### config.mk
export PLATFORM = sky130hd
export DESIGN_NAME = rtc_calendar_counter_flat
export DESIGN_NICKNAME = d
export VERILOG_FILES = /design/src/rtl/rtc_calendar_counter_if.sv /design/src/rtl/rtc_calendar_counter.sv /design/src/flat_wrapper.sv
export SDC_FILE = /design/constraint.sdc
export NUM_CORES = 1
export LEC_CHECK = 0
export CAP_MARGIN = 20
export CORE_AREA = 3 3 123 125
export CTS_BUF_LIST = sky130_fd_sc_hd__clkbuf_8
export CTS_CLUSTER_DIAMETER = 30
export CTS_CLUSTER_SIZE = 12
export DETAILED_ROUTE_END_ITERATION = 10
export DIE_AREA = 0 0 126 128
export PLACE_DENSITY = 0.79
export SLEW_MARGIN = 20
export SYNTH_ARGS = -nofsm -noshare
export SYNTH_HDL_FRONTEND = slang
export SYNTH_SLANG_ARGS = --single-unit
### constraint.sdc
create_clock -name clk -period 3.6 [get_ports clk]
set_clock_uncertainty 0.2 [all_clocks]
set_input_delay 0.9 -clock clk [delete_from_list [all_inputs] [get_ports clk]]
set_output_delay 0.9 -clock clk [all_outputs]
set_load 0.02 [all_outputs]
### src/rtl/rtc_calendar_counter_if.sv
// Bus between the time-setting block and the RTC calendar counter.
// master: the time-setting side (drives set_* fields, run and load and
//         consumes the current time).
// slave:  the calendar counter itself.
interface rtc_calendar_counter_if;
    logic        run;
    logic        load;
    logic [15:0] set_year;
    logic [7:0]  set_month;
    logic [7:0]  set_day;
    logic [7:0]  set_hour;
    logic [7:0]  set_minute;
    logic [7:0]  set_sec;
    logic [3:0]  set_week;

    logic [15:0] year;
    logic [7:0]  month;
    logic [7:0]  day;
    logic [7:0]  hour;
    logic [7:0]  minute;
    logic [7:0]  sec;
    logic [3:0]  week;
    logic        sec_tick;

    modport master (
        output run, load,
        output set_year, set_month, set_day, set_hour, set_minute, set_sec, set_week,
        input  year, month, day, hour, minute, sec, week, sec_tick
    );

    modport slave (
        input  run, load,
        input  set_year, set_month, set_day, set_hour, set_minute, set_sec, set_week,
        output year, month, day, hour, minute, sec, week, sec_tick
    );
endinterface

### src/rtl/rtc_calendar_counter.sv
// Free-running BCD real-time clock and calendar.
// A divider produces one tick every CLK_HZ cycles; on each tick the
// seconds advance and carries ripple through minutes, hours, days, months
// and years in a single cycle, with Gregorian leap years and a weekday
// counter. A load strobe replaces the whole snapshot and restarts the
// divider. All outputs are registered.
module rtc_calendar_counter #(
    parameter int CLK_HZ = 100000000
) (
    input  logic                  clk,
    input  logic                  rst_n,
    rtc_calendar_counter_if.slave bus
);

    localparam int               DIV_W    = (CLK_HZ > 1) ? $clog2(CLK_HZ) : 1;
    localparam logic [DIV_W-1:0] DIV_LAST = DIV_W'(CLK_HZ - 1);

    // Reset snapshot: 2023-01-01 00:00:00, a Sunday.
    localparam logic [15:0] RST_YEAR  = 16'h2023;
    localparam logic [7:0]  RST_MONTH = 8'h01;
    localparam logic [7:0]  RST_DAY   = 8'h01;
    localparam logic [3:0]  RST_WEEK  = 4'd0;

    // ------------------------------------------------------------------
    // BCD helpers
    // ------------------------------------------------------------------

    // Two-digit BCD increment without range wrap; units 9 rolls to 0.
    function automatic logic [7:0] bcd_inc8(input logic [7:0] v);
        logic [7:0] r;
        if (v[3:0] >= 4'd9) begin
            r[7:4] = v[7:4] + 4'd1;
            r[3:0] = 4'd0;
        end else begin
            r[7:4] = v[7:4];
            r[3:0] = v[3:0] + 4'd1;
        end
        return r;
    endfunction

    // Four-digit BCD increment; 9999 wraps naturally to 0000.
    function automatic logic [15:0] bcd_inc16(input logic [15:0] v);
        logic [15:0] r;
        logic        carry;
        r     = v;
        carry = 1'b1;
        for (int i = 0; i < 4; i++) begin
            if (carry) begin
                if (r[i*4 +: 4] >= 4'd9) begin
                    r[i*4 +: 4] = 4'd0;
                end else begin
                    r[i*4 +: 4] = r[i*4 +: 4] + 4'd1;
                    carry       = 1'b0;
                end
            end
        end
        return r;
    endfunction

    // Two BCD digits to binary (0..99 for legal digits).
    function automatic logic [7:0] bcd2bin(input logic [7:0] v);
        return ({4'd0, v[7:4]} * 8'd10) + {4'd0, v[3:0]};
    endfunction

    // Gregorian leap test from BCD digits. When the low two digits are 00
    // the century digits decide (covers the /100 and /400 rules together).
    function automatic logic is_leap(input logic [15:0] y);
        logic [7:0] part;
        if (y[7:0] != 8'h00) begin
            part = bcd2bin(y[7:0]);
        end else begin
            part = bcd2bin(y[15:8]);
        end
        return (part[1:0] == 2'b00);
    endfunction

    // Last day of the month in BCD. Illegal months fall back to 31 so a
    // bad loaded month still rolls over and self-corrects.
    function automatic logic [7:0] days_in_month(input logic [7:0] m, input logic leap);
        logic [7:0] d;
        case (m)
            8'h04, 8'h06, 8'h09, 8'h11: d = 8'h30;
            8'h02:                      d = leap ? 8'h29 : 8'h28;
            default:                    d = 8'h31;
        endcase
        return d;
    endfunction

    // ------------------------------------------------------------------
    // State
    // ------------------------------------------------------------------
    logic [DIV_W-1:0] div_q;
    logic [15:0]      year_q;
    logic [7:0]       month_q;
    logic [7:0]       day_q;
    logic [7:0]       hour_q;
    logic [7:0]       minute_q;
    logic [7:0]       sec_q;
    logic [3:0]       week_q;
    logic             sec_tick_q;

    logic [15:0] year_nxt;
    logic [7:0]  month_nxt;
    logic [7:0]  day_nxt;
    logic [7:0]  hour_nxt;
    logic [7:0]  minute_nxt;
    logic [7:0]  sec_nxt;
    logic [3:0]  week_nxt;
    logic        carry_min;
    logic        carry_hour;
    logic        carry_day;
    logic        carry_month;
    logic        carry_year;
    logic        leap;
    logic [7:0]  dim;
    logic        tick_now;

    // Divider terminal count while running is the one-second event.
    assign tick_now = bus.run && (div_q == DIV_LAST);
    assign leap     = is_leap(year_q);
    assign dim      = days_in_month(month_q, leap);

    // Compute the time one second ahead; every carry resolves in this one pass.
    always_comb begin
        // NOTE: every output gets a default first so no path leaves a
        // variable unassigned, which would otherwise infer a latch.
        year_nxt    = year_q;
        month_nxt   = month_q;
        day_nxt     = day_q;
        hour_nxt    = hour_q;
        minute_nxt  = minute_q;
        sec_nxt     = sec_q;
        week_nxt    = week_q;
        carry_min   = 1'b0;
        carry_hour  = 1'b0;
        carry_day   = 1'b0;
        carry_month = 1'b0;
        carry_year  = 1'b0;

        // Fields use >= so an out-of-range loaded value wraps at its next carry.
        if (sec_q >= 8'h59) begin
            sec_nxt   = 8'h00;
            carry_min = 1'b1;
        end else begin
            sec_nxt = bcd_inc8(sec_q);
        end

        if (carry_min) begin
            if (minute_q >= 8'h59) begin
                minute_nxt = 8'h00;
                carry_hour = 1'b1;
            end else begin
                minute_nxt = bcd_inc8(minute_q);
            end
        end

        if (carry_hour) begin
            if (hour_q >= 8'h23) begin
                hour_nxt  = 8'h00;
                carry_day = 1'b1;
            end else begin
                hour_nxt = bcd_inc8(hour_q);
            end
        end

        if (carry_day) begin
            week_nxt = (week_q >= 4'd6) ? 4'd0 : week_q + 4'd1;
            if (day_q >= dim) begin
                day_nxt     = 8'h01;
                carry_month = 1'b1;
            end else begin
                day_nxt = bcd_inc8(day_q);
            end
        end

        if (carry_month) begin
            if (month_q >= 8'h12) begin
                month_nxt  = 8'h01;
                carry_year = 1'b1;
            end else begin
                month_nxt = bcd_inc8(month_q);
            end
        end

        if (carry_year) begin
            year_nxt = bcd_inc16(year_q);
        end
    end

    // Divider, load capture and once-per-second field update.
    always_ff @(posedge clk or negedge rst_n) begin
        // NOTE: sequential state uses non-blocking assignments so every
        // register samples the pre-edge values, independent of statement order.
        if (!rst_n) begin
            div_q      <= '0;
            year_q     <= RST_YEAR;
            month_q    <= RST_MONTH;
            day_q      <= RST_DAY;
            hour_q     <= 8'h00;
            minute_q   <= 8'h00;
            sec_q      <= 8'h00;
            week_q     <= RST_WEEK;
            sec_tick_q <= 1'b0;
        end else if (bus.load) begin
            // Load wins over a coincident tick; that tick is dropped.
            div_q      <= '0;
            year_q     <= bus.set_year;
            month_q    <= bus.set_month;
            day_q      <= bus.set_day;
            hour_q     <= bus.set_hour;
            minute_q   <= bus.set_minute;
            sec_q      <= bus.set_sec;
            week_q     <= bus.set_week;
            sec_tick_q <= 1'b0;
        end else begin
            sec_tick_q <= tick_now;
            if (bus.run) begin
                div_q <= tick_now ? '0 : div_q + DIV_W'(1);
            end
            if (tick_now) begin
                year_q   <= year_nxt;
                month_q  <= month_nxt;
                day_q    <= day_nxt;
                hour_q   <= hour_nxt;
                minute_q <= minute_nxt;
                sec_q    <= sec_nxt;
                week_q   <= week_nxt;
            end
        end
    end

    assign bus.year     = year_q;
    assign bus.month    = month_q;
    assign bus.day      = day_q;
    assign bus.hour     = hour_q;
    assign bus.minute   = minute_q;
    assign bus.sec      = sec_q;
    assign bus.week     = week_q;
    assign bus.sec_tick = sec_tick_q;

endmodule

### src/flat_wrapper.sv
// flat-port wrapper written by rule: the top's interface ports become plain ports
module rtc_calendar_counter_flat 
#(
    parameter int CLK_HZ = 100000000
)
  (clk, rst_n, bus_run, bus_load, bus_set_year, bus_set_month, bus_set_day, bus_set_hour, bus_set_minute, bus_set_sec, bus_set_week, bus_year, bus_month, bus_day, bus_hour, bus_minute, bus_sec, bus_week, bus_sec_tick);
  rtc_calendar_counter_if bus_i ();
  input  logic clk;
  input  logic rst_n;
  input wire logic [$bits(bus_i.run)-1:0] bus_run;
  input wire logic [$bits(bus_i.load)-1:0] bus_load;
  input wire logic [$bits(bus_i.set_year)-1:0] bus_set_year;
  input wire logic [$bits(bus_i.set_month)-1:0] bus_set_month;
  input wire logic [$bits(bus_i.set_day)-1:0] bus_set_day;
  input wire logic [$bits(bus_i.set_hour)-1:0] bus_set_hour;
  input wire logic [$bits(bus_i.set_minute)-1:0] bus_set_minute;
  input wire logic [$bits(bus_i.set_sec)-1:0] bus_set_sec;
  input wire logic [$bits(bus_i.set_week)-1:0] bus_set_week;
  output wire logic [$bits(bus_i.year)-1:0] bus_year;
  output wire logic [$bits(bus_i.month)-1:0] bus_month;
  output wire logic [$bits(bus_i.day)-1:0] bus_day;
  output wire logic [$bits(bus_i.hour)-1:0] bus_hour;
  output wire logic [$bits(bus_i.minute)-1:0] bus_minute;
  output wire logic [$bits(bus_i.sec)-1:0] bus_sec;
  output wire logic [$bits(bus_i.week)-1:0] bus_week;
  output wire logic [$bits(bus_i.sec_tick)-1:0] bus_sec_tick;
  assign bus_i.run = bus_run;
  assign bus_i.load = bus_load;
  assign bus_i.set_year = bus_set_year;
  assign bus_i.set_month = bus_set_month;
  assign bus_i.set_day = bus_set_day;
  assign bus_i.set_hour = bus_set_hour;
  assign bus_i.set_minute = bus_set_minute;
  assign bus_i.set_sec = bus_set_sec;
  assign bus_i.set_week = bus_set_week;
  assign bus_year = bus_i.year;
  assign bus_month = bus_i.month;
  assign bus_day = bus_i.day;
  assign bus_hour = bus_i.hour;
  assign bus_minute = bus_i.minute;
  assign bus_sec = bus_i.sec;
  assign bus_week = bus_i.week;
  assign bus_sec_tick = bus_i.sec_tick;
  rtc_calendar_counter #(.CLK_HZ(CLK_HZ)) u_core (.clk(clk), .rst_n(rst_n), .bus(bus_i));
endmodule
# --- After elaboration in Yosys (flattened, before gate mapping) ---
# Index checks and enable logic that the tools add are counted.
classes:
  eq_ne: 6
  n_addsub: 18
  mul: 2
  n_mux: 62
  n_lt_le_gt_ge: 15
  reduce_logical: 32
ops:
  columns: ["cell", "n"]
  rows:
  - ["2-to-1 mux 8 bit", 24]
  - ["2-to-1 mux 27 bit", 3]
  - ["adder 4 x 1 -> 4 bit, second input constant", 15]
  - ["2-to-1 mux 16 bit", 3]
  - ["2-to-1 mux 4 bit", 11]
  - [">= comparator 4 bit, second input constant", 9]
  - ["adder 27 x 1 -> 27 bit, second input constant", 1]
  - ["== test 27 bit, second input constant", 1]
  - ["AND reduction 3 bit", 7]
  - ["nonzero test 2 bit", 10]
  - ["2-to-1 mux 1 bit", 19]
  - ["== test 8 x 3 -> 1 bit, second input constant", 2]
  - [">= comparator 8 x 7 -> 1 bit, second input constant", 2]
  - ["case mux 8 bit (2 select lines)", 1]
  - ["nonzero test 3 bit", 5]
  - ["AND reduction 2 bit", 6]
  - ["== test 8 x 2 -> 1 bit, second input constant", 1]
  - ["== test 8 x 4 -> 1 bit, second input constant", 1]
  - ["== test 8 x 5 -> 1 bit, second input constant", 1]
  - [">= comparator 8 x 5 -> 1 bit, second input constant", 1]
  - [">= comparator 8 x 6 -> 1 bit, second input constant", 1]
  - [">= comparator 8 bit", 1]
  - ["multiplier 4 x 3 -> 1 bit, second input constant", 2]
  - ["nonzero test 8 bit", 1]
  - ["6 further kinds", 7]
totals:
  wordCells: 152
  out_inout_bits: 61
  inputBits: 64
  regBits: 88

# --- Logic depth before layout (Yosys ltp) ---
# Gate-level depths: netlist (run 1).
logic_depth:
  ltp_word: 19
  ltp_mapped: 15
  mapped_depth_nobuf: 14

# --- Worst setup path after synthesis (run 1) ---
# No wires, ideal clock.
synth_path:
  path_kind: "reg-to-reg"
  startpoint: "register u_core.month_q[0] (netlist: u_core.bus.month[0])"
  endpoint: "register u_core.year_q[1] (netlist: u_core.bus.year[1])"
  stages_incl_launch_ff: 15
  n_path_buf: 0
  t_arrival_ps: 3645
  synth_period_minus_slack_ps: 3924
  t_required_ps: 3321
  setup_time_ps: 79
  path_slack_ps: -324
  cell_sequence: "dfstp_2 > inv_1 > ha_1 > o211ai_1 > a21oi_1 > a31oi_1 > nor3_1 > a21oi_1 > ha_1 > nor4b_1 > o21ai_0 > a2111oi_0 > nor4_1 > mux2_2 > o21ai_0"
synth_between:
  elab_chain_len: 9
  word_cells_on_any_way: 15
  classes_between: "order compare: 2; eq/ne: 5; mux: 5; reduce/logical: 3"
synth_lines:
  columns: ["element", "line_no", "source"]
  rows:
  - ["from (decl)", "rtc_calendar_counter.sv:94", "logic [7:0] month_q;"]
  - ["from (signal assigned)", "rtc_calendar_counter.sv:208", "month_q <= bus.set_month;"]
  - ["from (signal assigned)", "rtc_calendar_counter.sv:222", "month_q <= month_nxt;"]
  - ["== test 8 x 3 -> 1 bit (tied with other cells)", "rtc_calendar_counter.sv:81", "case (m)"]
  - ["OR reduction 4 bit", "rtc_calendar_counter.sv:81", null]
  - ["case mux 8 bit (2 select lines)", "rtc_calendar_counter.sv:81", null]
  - [">= comparator 8 bit", "rtc_calendar_counter.sv:168", "if (day_q >= dim) begin"]
  - ["2-to-1 mux 1 bit", "rtc_calendar_counter.sv:168", null]
  - ["2-to-1 mux 1 bit", "rtc_calendar_counter.sv:166", "if (carry_day) begin"]
  - ["2-to-1 mux 1 bit *", "rtc_calendar_counter.sv:176", "if (carry_month) begin"]
  - ["nonzero test 2 bit (no line) *", null, null]
  - ["AND reduction 2 bit (no line) *", null, null]
  - ["to (signal assigned)", "rtc_calendar_counter.sv:207", "year_q <= bus.set_year;"]
  - ["to (signal assigned)", "rtc_calendar_counter.sv:221", "year_q <= year_nxt;"]
  - ["to (decl)", "rtc_calendar_counter.sv:93", "logic [15:0] year_q;"]
# Every way passes the cells marked *; elsewhere a longest branch is shown, timed or not.
# A chain may end at the register's enable or synchronous reset.

# --- Final worst setup path (run 1) ---
layout_path:
  startpoint: "register u_core.year_q[0] (netlist: u_core.bus.year[0])"
  endpoint: "register u_core.month_q[2] (netlist: u_core.bus.month[2])"
layout_between:
  elab_chain_len: 10
  word_cells_on_any_way: 11
  classes_between: "add/sub: 1; order compare: 1; mux: 5; reduce/logical: 4"
layout_lines:
  columns: ["element", "line_no", "source"]
  rows:
  - ["adder 2 bit or nonzero test 8 bit (tied branches)", "rtc_calendar_counter.sv:62, rtc_calendar_counter.sv:69", null]
  - ["2-to-1 mux 2 bit *", "rtc_calendar_counter.sv:69", "if (y[7:0] != 8'h00) begin"]
  - ["logical NOT 2 bit *", "rtc_calendar_counter.sv:74", "return (part[1:0] == 2'b00);"]
  - ["2-to-1 mux 1 bit *", "rtc_calendar_counter.sv:83", "8'h02: d = leap ? 8'h29 : 8'h28;"]
  - ["case mux 8 bit (2 select lines) *", "rtc_calendar_counter.sv:81", null]
  - [">= comparator 8 bit *", "rtc_calendar_counter.sv:168", null]
  - ["2-to-1 mux 1 bit *", "rtc_calendar_counter.sv:168", null]
  - ["2-to-1 mux 1 bit *", "rtc_calendar_counter.sv:166", null]
  - ["nonzero test 2 bit (no line) *", null, null]
  - ["AND reduction 2 bit (no line) *", null, null]
# Marks and branches as above.

==> results.ini, run 1 <==
[placement]
placedCellCount = 938
dp_hpwl_mm = 11.6
dp_slack_ps = -101
gp_congestion = 0.860
port_buffers = 124
place_area_sq_um = 7290

[critical_path]
critPathArrivalTime_ps = 3620
r2r_slack_ps = 40
worstPathRequired_ps = 3660
startpoint_type = flip-flop
reg2regPathDepth = 16
critPathCapture = u_core.bus.month[2]
reg2reg_to = u_core.bus.month[2]
cp_max_fo = 4
worstSetupPathType = reg2reg
end_kind = flip-flop
reg2reg_from = u_core.bus.year[0]
crit_start = u_core.bus.year[0]

[synthesis]
ys.flop_type = dfrtp_1
synth-seq-area-share_pct = 39.1
synth_xor_area_share_pct = 3.41
synth_top_family_by_area = simple AND/OR/NAND/NOR gates
yosys-mux-area-fraction_pct = 2.17
synth_edf_count = 0
syn_nets = 736
ys_ff_latch = 88
yosys_warnings = 0
netlist_instances = 626
async_flop_share_pct = 100
synth_compound_area_share_pct = 18.8
synth_fa_ha_area_share_pct = 10.2
syn_area_per_cell_sq_um = 9.03
synthDistinctLibCells = 68
synthSimpleGateAreaFrac_pct = 21.6
syn-cell-area_sq_um = 5650

[drt]
avgViaCountPerCell = 5.63
drt-total-wl_mm = 16.1
drtPass1Iterations = 7
drt-wirelength-per-cell_um = 16.7
vias = 5436
drt_iter0_drc = 353
post-route-drc-count = 0
ant_nets = 0

[clock_network]
cts_tree = built
cts_sinks = 88
cts.path.max_buffers = 2
htreeDepth = 3
clk_latency_ps = 380
hold_buffers = 0
clk_pin_slew_worst_paths_ps = 100
cts_buffers = 9
cts_root_buf = clkbuf_8

[sta]
tightest_slew_ps = 1020
post-route-period-util_pct = 98.8
worst_hold_slack_ps = 279
hold_viol = 0
fin_tns_setup_ps = 0
max_slew_margin_pct = 31.8
setup_viol = 0
rsz0062_at_grt = yes
fin_ws_ps = 41.9
slew_violations = 0
finalCriticalPeriod_ps = 3560
timing.fmax_mhz = 281

[power_and_ir_drop]
power_density_nw_per_um2 = 469
total_power_mw = 3.63
swShare_pct = 37.9
comb_power_share_pct = 42.1
vdd_ir_drop_max_v = 0.000199
pwr-share-clk_pct = 20.0
pwr-share-seq_pct = 37.9
power.leakage_nw = 3.29
p_int_mw = 2.25
p_sw_mw = 1.37

[layout]
n_antenna_cell = 0
layout-drive-gt1-share_pct = 14.3
finalNetCount = 890
layout_commonest_cell = clkdlybuf4s50_1
fin_util_pct = 55.3
fin_area_sq_um = 7740
final_cell_mix = clkdlybuf4s50_1, dfrtp_1, nor2_1
syn_to_final_growth_pct = 36.9
final_cells = 965

[hold_path]
hold_path_class = in2async

[global_routing]
first_global_vias = 5123
overflow = 0
grt_antenna_before_repair = 0
grt_pass1_wl_mm = 25.6
grt_max_degree = 55
grt_use_total_pct = 19.2

[floorplan]
core_area_sq_um = 14000
die-area_sq_um = 16100
die-width_um = 126
fp.dieH_um = 128
io_pins = 125
rows = 43
start_util_pct = 40.4

[flow_run]
maxCapViolations = 0

[outcome]
status = complete, no violations

==> timing repair <==
action / in CTS / in global routing
setup buffers: 3 / 9
gates resized for setup: 4 / 39
endpoints found under the setup margin: 11 / 30
pin swaps: 3 / 19
endpoints found under the hold margin: 0 / 0
==> cell type report <==
type | instances | area (sq um)
Fill cell | 1241 | 6250
Timing Repair Buffer | 170 | 1620
Inverter | 39 | 151
Multi-Input combinational cell | 472 | 3320
Clock inverter | 5 | 56.3
Clock buffer | 11 | 151
Tap cell | 180 | 225
Sequential cell | 88 | 2210
==> cells in the mapped netlist (7+ instances only) <==
cell type	count	share of area, %
a21oi_1	40	3.5
a22oi_1	7	0.93
a32oi_1	8	1.2
and3_1	7	0.77
clkbuf_1	23	1.5
dfrtp_1	82	36
ha_1	46	10
inv_1	39	2.6
mux2i_1	10	1.8
nand2_1	50	3.3
nand3_1	29	2.6
nand4_1	7	0.77
nor2_1	57	3.8
nor3_1	11	0.97
nor3b_1	9	1.2
nor4b_1	7	1.1
o21ai_0	48	4.2
o41ai_1	8	1.2
or3_1	7	0.77
xnor2_1	8	1.2
xor2_1	14	2.2
==> how the worst min path moves through the flow <==
stage,startpoint,end,cells after the start
after CTS,rst_n,u_core.div_q[22],1
after global routing,rst_n,u_core.div_q[21],1
after detailed placement,u_core.div_q[26],u_core.div_q[26],1
after floorplan,u_core.div_q[26],u_core.div_q[26],1
final,rst_n,u_core.div_q[21],1
after global placement,u_core.div_q[26],u_core.div_q[26],1
==> critical path, cell delays in order, from the launching register on <==
cell      delay, ps
dfstp_2         550
inv_2            50
ha_2            180
nor4b_1         130
nand3b_1        140
nor3_2           50
a311oi_2        320
a21oi_2          50
ha_1            310
nor4b_2         290
o21ai_1         110
a2111o_1        480
buf_6           170
buf_4           130
nand4b_1         70
o21ai_1          60
a21o_1          150
==> cell families after synthesis <==
family	count (synthesis)
simple gates	230
compound gates	162
flops	88
buf+inv	66
fa+ha+maj	46
xor+xnor	22
mux	12
==> registers in the layout (all words and copies together), names as in the netlist <==
name	count
u_core.bus.year	16
u_core.bus.day	8
u_core.bus.sec	8
u_core.bus.minute	8
u_core.bus.week	4
u_core.bus.sec_tick	1
u_core.bus.hour	8
u_core.bus.month	8
u_core.div_q	27
==> routing by layer <==
metal | GRT usage (%) | share of wire [%]
met1 | 26.7 | 46
met2 | 31.1 | 48
met3 | 3.54 | 5.2
met4 | 4.79 | 1.1
met5 | 0 | 0
==> power by group through the flow <==
stage | sequential, mW | combinational (mW) | clock [mW]
detailed placement | 1.38 | 1.43 | 0
global placement | 1.38 | 1.40 | 0
floorplan | 1.54 | 0.579 | 0
finish | 1.38 | 1.53 | 0.727
global route | 1.40 | 1.66 | 0.783
CTS | 1.36 | 1.45 | 0.749
Power figures use the tool's default switching activity.
==> inputs of run 2 (changes only) <==
--- a/config.mk
+++ b/config.mk
@@ -7,12 +7,12 @@
 export LEC_CHECK = 0
 export CAP_MARGIN = 20
 export CORE_AREA = 3 3 123 125
-export CTS_BUF_LIST = sky130_fd_sc_hd__clkbuf_8
 export CTS_CLUSTER_DIAMETER = 30
 export CTS_CLUSTER_SIZE = 12
 export DETAILED_ROUTE_END_ITERATION = 10
 export DIE_AREA = 0 0 126 128
-export PLACE_DENSITY = 0.79
+export PLACE_DENSITY = 0.72
+export REMOVE_ABC_BUFFERS = 1
 export SLEW_MARGIN = 20
 export SYNTH_ARGS = -nofsm -noshare
 export SYNTH_HDL_FRONTEND = slang
==> run 2 against run 1 <==
Critical path depth down 1. Core utilization is 0.15 points lower. Critical path type unchanged. Die area unchanged.
==> results.ini, run 2 (synthesis gave the netlist of run 1 again) <==
[clock_network]
cts_tree = built
cts_root_buf = clkbuf_16
clk_pin_slew_worst_paths_ps = 70  ; -30 ps
cts_sinks = 88  ; unchanged
cts.path.max_buffers = 2  ; unchanged
htreeDepth = 3  ; unchanged
clk_latency_ps = 340  ; -40 ps
cts_buffers = 9  ; unchanged
hold_buffers = 0  ; unchanged

[placement]
port_buffers = 124  ; unchanged
gp_congestion = 0.877  ; +2.0%
dp_hpwl_mm = 11.7  ; +0.65%

[global_routing]
grt_max_degree = 92  ; +67%
grt_use_total_pct = 19.5  ; +0.33 points
overflow = 0  ; unchanged
first_global_vias = 5397  ; +5.3%
grt_antenna_before_repair = 0  ; unchanged
grt_pass1_wl_mm = 26.3  ; +2.6%

[drt]
avgViaCountPerCell = 5.56  ; -1.3%
drt-wirelength-per-cell_um = 16.8  ; +0.75%
post-route-drc-count = 0  ; unchanged
ant_nets = 0  ; unchanged
vias = 5317  ; -2.2%
drtPass1Iterations = 5  ; -2
drt_iter0_drc = 430  ; +22%
drt-total-wl_mm = 16.0  ; -0.19%

[sta]
rsz0062_at_grt = yes
max_slew_margin_pct = 51.2  ; +19 points
finalCriticalPeriod_ps = 3560  ; +0.439 ps
tightest_slew_ps = 731  ; -291 ps
slew_violations = 0  ; unchanged
fin_tns_setup_ps = 0  ; unchanged
post-route-period-util_pct = 98.8  ; about the same
setup_viol = 0  ; unchanged
hold_viol = 0  ; unchanged
timing.fmax_mhz = 281  ; about the same

[power_and_ir_drop]
power_density_nw_per_um2 = 496  ; +5.7%
pwr-share-seq_pct = 36.2  ; -1.7 points
comb_power_share_pct = 38.5  ; -3.6 points
power.leakage_nw = 3.27  ; -0.54%
swShare_pct = 36.2  ; -1.6 points
p_sw_mw = 1.39  ; +0.82%
vdd_ir_drop_max_v = 0.000402  ; +100%
pwr-share-clk_pct = 25.3  ; +5.3 points
p_int_mw = 2.44  ; +8.2%

[critical_path]
cp_max_fo = 6  ; +2
startpoint_type = flip-flop
worstSetupPathType = reg2reg
end_kind = flip-flop
worstPathRequired_ps = 3670  ; about the same
critPathArrivalTime_ps = 3630  ; about the same
r2r_slack_ps = 40  ; about the same

[layout]
final_cell_mix = clkdlybuf4s50_1, dfrtp_1, nor2_1
top_register = u_core.div_q
seqCellArea_sq_um = 2210  ; about the same
layout-drive-gt1-share_pct = 12.9  ; -1.4 points
layout_commonest_cell = clkdlybuf4s50_1
largest_reg_flops = 27  ; unchanged
finalNetCount = 881  ; -1.0%
fin_util_pct = 55.2  ; -0.15 points
num-fill-cells = 1226  ; -1.2%
syn_to_final_growth_pct = 36.5
n_antenna_cell = 0  ; unchanged
multi_input_comb_area_sq_um = 3290  ; -0.90%

[floorplan]
fp.dieH_um = 128  ; unchanged
rows = 43  ; unchanged
die-width_um = 126  ; unchanged
core_area_sq_um = 14000  ; unchanged
start_util_pct = 40.4  ; unchanged
io_pins = 125  ; unchanged
die-area_sq_um = 16100  ; unchanged

[outcome]
status = complete, no violations

[flow_run]
maxCapViolations = 0  ; unchanged

[hold_path]
hold_path_class = reg2reg

-- run 2: through the flow --
stage               instances  power [mW]  cell area [sq um]  worst slack, ps  hold WS, ps
finish                    956        3.82               7720             41.5          321
global route              956        4.05               7720            -88.0          353
global placement          935        2.74               7250             12.0          299
CTS                       951        3.79               7580             43.6          317
detailed placement        935        2.79               7250             -164          305
floorplan                 599        2.09               5530             -798          252
-- run 2: routing by layer --
| metal | wire length, um | GRT usage (%) | vias to the layer above |
|---|---|---|---|
| li1 | - | - | 2554 |
| met1 | 7330 | 26.3 | 2574 |
| met2 | 7640 | 31.7 | 163 |
| met3 | 782 | 4.04 | 26 |
| met4 | 283 | 6.12 | 0 |
| met5 | 0 | 0 | - |
-- run 2: area by class of cell --
class,count,share of cell area [%]
Tap cell,180,2.92
Multi-Input combinational cell,472,42.7
Clock buffer,12,3.32
Clock inverter,4,0.665
Sequential cell,88,28.6
Timing Repair Buffer,161,19.8
Inverter,39,1.93
-- run 2: worst max-delay path, stage by stage, from the launching register on --
cell      delay, ps
dfstp_2         560
inv_4            40
ha_4            150
nor4b_4         120
nand3b_1        140
nor3_2           60
a311oi_2        290
a21oi_1          80
ha_1            310
nor4b_2         310
o21ai_2         140
a2111o_1        480
nand2_4         140
or3_4           170
buf_6           110
mux2i_1         170
-- run 2: power by group through the flow --
stage	Clock, mW	Combinational, mW	Sequential [mW]
floorplan	0	0.548	1.54
global placement	0	1.37	1.37
detailed placement	0	1.41	1.38
CTS	0.994	1.43	1.37
global route	1.03	1.61	1.41
finish	0.968	1.47	1.39
-- run 2: final timing paths --
check	startpoint	endpoint	cells after the start
setup / recovery	u_core.bus.year[0]	u_core.bus.year[5]	15
hold / removal	u_core.div_q[26]	u_core.div_q[26]	1
setup reg to reg	u_core.bus.year[0]	u_core.bus.year[5]	15
hold reg to reg	u_core.div_q[26]	u_core.div_q[26]	1
max in group asynchronous	rst_n	u_core.bus.year[13]	2
min in group asynchronous	rst_n	u_core.div_q[21]	1
-- run 2: timing repair --
| item | in CTS | in global routing |
|---|---|---|
| endpoints found under the setup margin | 22 | 31 |
| buffers inserted | 0 | 5 |
| resized for setup | 6 | 25 |
| pin swaps | 2 | 13 |
